**config.mk**
```make
export PLATFORM = sky130hd
export DESIGN_NAME = ifetch_seq
export DESIGN_NICKNAME = d
export VERILOG_FILES = /design/src/rtl/ifetch_seq.sv
export SDC_FILE = /design/constraint.sdc
export NUM_CORES = 1
export LEC_CHECK = 0
export CAP_MARGIN = 20
export CORE_MARGIN = 5
export CORE_UTILIZATION = 25
export DETAILED_ROUTE_END_ITERATION = 6
export HOLD_SLACK_MARGIN = 0.05
export MAX_ROUTING_LAYER = met4
export PLACE_DENSITY = 0.86
export SETUP_SLACK_MARGIN = 0.02
export SYNTH_ARGS = -nofsm -noshare
export SYNTH_HDL_FRONTEND = slang
export SYNTH_SLANG_ARGS = --single-unit
```
**constraint.sdc**
```tcl
create_clock -name clk -period 2.3 [get_ports clk]
set_clock_uncertainty 0.1 [all_clocks]
set_input_delay 0.345 -clock clk [delete_from_list [all_inputs] [get_ports clk]]
set_output_delay 0.345 -clock clk [all_outputs]
set_load 0.02 [all_outputs]
```
**src/rtl/ifetch_seq.sv**
```systemverilog
// Instruction-fetch sequencer: owns the fetch PC, drives the memory word address, presents words to decode.
// Latency: first word valid 1 cycle after reset release; redirect to valid in 2 cycles (one bubble); 1 word/cycle sustained.
// Backpressure: InstrReady low holds the presented word by re-reading it; optional FetchCount under IFETCH_COUNT_EN.
module ifetch_seq #(
  parameter int DEPTH    = 8,
  parameter int RESET_PC = 0
) (
  input  logic        clk,
  input  logic        rst_n,
  output logic [31:0] Address,
  input  logic [31:0] Instruction,
  input  logic        Redirect,
  input  logic [31:0] RedirectPC,
  output logic        InstrValid,
  input  logic        InstrReady,
  output logic [31:0] InstrOut,
  output logic [31:0] InstrPC
`ifdef IFETCH_COUNT_EN
  ,
  output logic [31:0] FetchCount
`endif
);

  localparam int PC_W = $clog2(DEPTH);

  typedef enum logic [1:0] {FILL, RUN, HOLD} state_t;

  state_t          state_q, state_d;
  logic [PC_W-1:0] pc_q, pc_d;
  logic [PC_W-1:0] rsp_pc_q, rsp_pc_d;
  logic [PC_W-1:0] addr_pc;
  logic            fire;
  logic            hold_cond;

  // Only the low PC_W bits of the redirect target are meaningful.
  logic [31-PC_W:0] unused_redirect_hi;
  assign unused_redirect_hi = RedirectPC[31:PC_W];

  assign InstrValid = (state_q != FILL);
  assign InstrOut   = Instruction;
  assign InstrPC    = {{(32-PC_W){1'b0}}, rsp_pc_q};
  assign fire       = InstrValid & InstrReady;
  assign hold_cond  = InstrValid & ~InstrReady & ~Redirect;

  // While stalled, re-read the presented word so the registered read data stays stable.
  always_comb begin
    addr_pc = pc_q;
    if (hold_cond) begin
      addr_pc = rsp_pc_q;
    end
  end

  assign Address = {{(32-PC_W){1'b0}}, addr_pc};

  // Next-state and PC update; redirect outranks both stall and accept.
  always_comb begin
    state_d  = state_q;
    pc_d     = pc_q;
    rsp_pc_d = rsp_pc_q;
    if (Redirect) begin
      pc_d    = RedirectPC[PC_W-1:0];
      state_d = FILL;
    end else if (state_q == FILL || fire || !InstrValid) begin
      // The read issued this cycle lands next cycle; PC wraps naturally at DEPTH.
      rsp_pc_d = pc_q;
      pc_d     = pc_q + PC_W'(1);
      state_d  = RUN;
    end else begin
      state_d = HOLD;
    end
  end

  // State register; reset discards any in-flight read by returning to FILL.
  always_ff @(posedge clk or negedge rst_n) begin
    if (!rst_n) begin
      state_q  <= FILL;
      pc_q     <= PC_W'(RESET_PC);
      rsp_pc_q <= '0;
    end else begin
      state_q  <= state_d;
      pc_q     <= pc_d;
      rsp_pc_q <= rsp_pc_d;
    end
  end

`ifdef IFETCH_COUNT_EN
  // Count words accepted by decode; a word accepted under redirect is squashed and not counted.
  always_ff @(posedge clk or negedge rst_n) begin
    if (!rst_n) begin
      FetchCount <= '0;
    end else if (fire && !Redirect) begin
      FetchCount <= FetchCount + 32'd1;
    end
  end
`endif

endmodule

```
==> results.txt <==
After global routing the overflow that remains totals 0. In this run the power density over the cells is 712 nW/um^2. The logs give 0.000243 W for the switching power total and 1110 sq um for the synthesized area.

Yosys mapped the design onto 18 distinct sky130hd cell types. The die is 76.6 microns wide. The logs give 31.0% for the power share of the sequential group and 3 for the number of gates resized after CTS. The max-slew violation count was 0; the Yosys warning count was 0. The layout cell share with drive strength beyond 1 is 17.9%, and the clock latency on the worst-skew pair is 0.23 ns.

The critical path data arrival time is 1.78 ns. For the overall die area, the log shows 5870 sq um. Dominant combinational cell family by area after synthesis: buffers and inverters. The logs give 0.000391 W for the internal power component and 2100 microns for the first-pass GRT wire length. After Yosys synthesis, and, or, nand and nor cells account for 5.42% of the synthesized area. The synthesized netlist devotes 2.82% of its cell area to compound gates. The number of hold violations in the final report came out at 0.

For the worst endpoint required time, the log shows 1.86 ns. The maximum vdd drop was 0.000141 V; the maximum count of clock buffers along a single path was 2. The adder-cell area share of the yosys netlist works out to 1.13%.

For this run, the post-layout net count is 177. Counting every instance in the synthesized netlist gives 121. Net switching is 38.3% of the power. Buffers inserted during clock tree synthesis total 3. The flow ran to the end, and the final reports show no timing, DRC or antenna violations. Global routing used 4.75% of the available tracks across all layers. For this block, the via count after detailed routing is 485. Buffers placed on the I/O ports in this run total 13.

The tools report the number of setup violations in the final report as 0. The smallest clock period supported by the final layout is computed as 2.22 ns. For the final RePlAce weighted congestion, the log shows 0.707.

The category of the most critical setup path was input port to primary output. The path class of the tightest hold or removal check is input port to async pin. Sequential elements use 18.1% of the synthesized area.

Once the clock tree was built, the setup fixing pass inserted 0 buffers. The run gives 1520 microns as the wire length after detailed routing. After detailed routing, the met3 layer carries 257 microns of wire. The run gives 165 as the top-level I/O count. The tools report the area of placed instances as 853 sq um.

The via count of the first global-routing pass is 427. Once layout is complete, the utilization of the core stands at 20.6%. Detailed routing placed a total of 603 microns of wire on met2. The violation count after the first detailed-routing iteration is 0, and the maximum fanout encountered on the critical timing path is 5. The CTS H-tree depth came out at 1. The floorplan has 24 rows. The detailed router used layers up to and including met4. The tools report the CTS root buffer as sky130_fd_sc_hd__clkbuf_8.

The fraction of synthesized cell area in xor and xnor cells is 0.790%. The worst setup path is captured at a primary output. The detailed-placement wirelength estimate is 1320 microns, and the initial antenna violation count is 0.

The flip-flop and latch count after synthesis was 8; the mean post-synth cell area was 9.16 sq um. In this run the remaining antenna-violating nets after routing total 0. Summed over all failing endpoints, the final setup total negative slack is 0 ns. After synthesis, the share of cell area in mux cells is 9.48%.

Met1 wire length: 507 microns. In this run the standard cell core region covers 4320 sq um. The die is 76.6 microns tall.

The logs give 43.0% for the logic gate share of total power and 0.464 nW for the leakage power total. The worst setup path is launched from an input port. The starting density of the core came out at 25.6%. 0 antenna diodes ended up in the layout. Across the run, the number of max-cap violations was 0.

The CTS clock-pin slew for the worst setup and hold paths was 0.04 ns. Relative to the synthesized area, the layout overhead comes to -19.6%. The number of hold buffers added after CTS was 0. After detailed routing, the average wire length per cell comes to 9.61 microns. Static timing analysis puts the maximum clock frequency at 450 MHz. The clock net in this run drives a total of 8 sinks. Post-route clock period utilization: 96.6%. Setup repair after global routing left no endpoint under its margin. TritonCTS built the clock tree.

The total iterations of the first detailed-routing run was 1. Filler cell count: 497. The clock network burns 26.0% of the power. For this run, design rule violations remaining after detail routing come to 0. With fillers left out, the area of the finished cells amounts to 891 sq um. In the routed layout, each cell is associated on average with a via count of 3.07.

The run gives 9 as the largest net degree at the start of global routing.
==> synth_stat cells <==
master | number | area [sq um]
sky130_fd_sc_hd__ha_1 | 1 | 12.5
sky130_fd_sc_hd__and4b_2 | 1 | 11.3
sky130_fd_sc_hd__nor3_1 | 2 | 10.0
sky130_fd_sc_hd__mux2_2 | 4 | 45.0
sky130_fd_sc_hd__dfrtp_1 | 8 | 200
sky130_fd_sc_hd__mux2_4 | 4 | 60.1
sky130_fd_sc_hd__o21ai_0 | 1 | 5.00
sky130_fd_sc_hd__nand2_1 | 1 | 3.75
sky130_fd_sc_hd__o21bai_4 | 1 | 18.8
sky130_fd_sc_hd__or2_2 | 1 | 6.26
sky130_fd_sc_hd__nor2_4 | 1 | 11.3
sky130_fd_sc_hd__and2b_4 | 1 | 10.0
sky130_fd_sc_hd__xnor2_1 | 1 | 8.76
sky130_fd_sc_hd__or2b_1 | 1 | 7.51
sky130_fd_sc_hd__conb_1 | 1 | 3.75
sky130_fd_sc_hd__buf_6 | 1 | 11.3
sky130_fd_sc_hd__o31ai_1 | 1 | 7.51
sky130_fd_sc_hd__buf_4 | 90 | 676
==> critical path: stages <==
cell and delay, ns:
sky130_fd_sc_hd__clkdlybuf4s50_1 0.41, sky130_fd_sc_hd__o21bai_4 0.19, sky130_fd_sc_hd__nor2_4 0.16, sky130_fd_sc_hd__mux2_2 0.35, sky130_fd_sc_hd__dlygate4sd2_1 0.32
==> layout by cell type, fill, tap and decap left out, drive strengths merged, types with 2 or more instances in the layout <==
cell type / instances
buf: 3
clkbuf: 3
clkdlybuf4s50: 10
conb: 58
dfrtp: 8
dlygate4sd2: 3
mux2: 8
nor3: 2
==> state kept, by name, indices dropped and copies added, names as in the netlist <==
signal    cells
rsp_pc_q      3
state_q       2
pc_q          3
==> through the flow <==
step / cells / total power, W / worst slack [ns] / hold slack, ns
after global routing: 158 / 0.000672 / 0.0367 / 0.324
after detailed placement: 155 / 0.000483 / -0.144 / 0.445
after CTS: 158 / 0.000643 / 0.0662 / 0.295
after floorplan: 178 / 0.000547 / 0.802 / -0.0506
final: 158 / 0.000634 / 0.0791 / 0.289
after global placement: 155 / 0.000476 / -0.136 / 0.437
==> cell families (layout without fill, tap and decap cells) <==
kind of cell | count (synthesis) | count (layout)
buf+inv | 91 | 19
mux | 8 | 8
flops | 8 | 8
simple gates | 8 | 8
compound gates | 3 | 3
fa+ha+maj | 1 | 1
other cells | 1 | 58
xor+xnor | 1 | 1
==> power by group through the flow <==
| stage | Clock (W) | Sequential (W) | Combinational (W) |
|---|---|---|---|
| 2_1_floorplan | 0 | 0.000212 | 0.000335 |
| 3_5_place_dp | 0 | 0.000200 | 0.000284 |
| 6_report | 0.000165 | 0.000197 | 0.000272 |
| 4_1_cts | 0.000170 | 0.000198 | 0.000274 |
| 3_3_place_gp | 0 | 0.000198 | 0.000278 |
| 5_1_grt | 0.000176 | 0.000203 | 0.000293 |
==> per-layer routing <==
layer,track usage (%),vias up
li1,-,203
met1,4.53,205
met2,5.74,54
met3,1.42,23
met4,8.22,0
met5,-,-
==> final timing paths <==
kind                                    startpoint                       to  slack, ns  depth (start not counted)
min in group clk           rsp_pc_q[2]$_DFFE_PN0P_  rsp_pc_q[2]$_DFFE_PN0P_       0.44                          1
max in group asynchronous                    rst_n      pc_q[2]$_DFFE_PN0P_       1.56                          1
min                                          rst_n  rsp_pc_q[0]$_DFFE_PN0P_       0.29                          1
min reg2reg                rsp_pc_q[2]$_DFFE_PN0P_  rsp_pc_q[2]$_DFFE_PN0P_       0.44                          1
max                                     InstrReady               Address[0]       0.08                          5
max reg2reg                    pc_q[0]$_DFFE_PN0P_      pc_q[1]$_DFFE_PN0P_       0.85                          3
==> final cells by class <==
type / count / area (sq um) / area share [%]
multi-input combinational: 79 / 435 / 48.9
tap: 52 / 65.1 / 7.30
clock buffer: 3 / 41.3 / 4.63
sequential: 8 / 200 / 22.5
timing repair buffer: 16 / 149 / 16.7
Power figures use the tool's default switching activity.
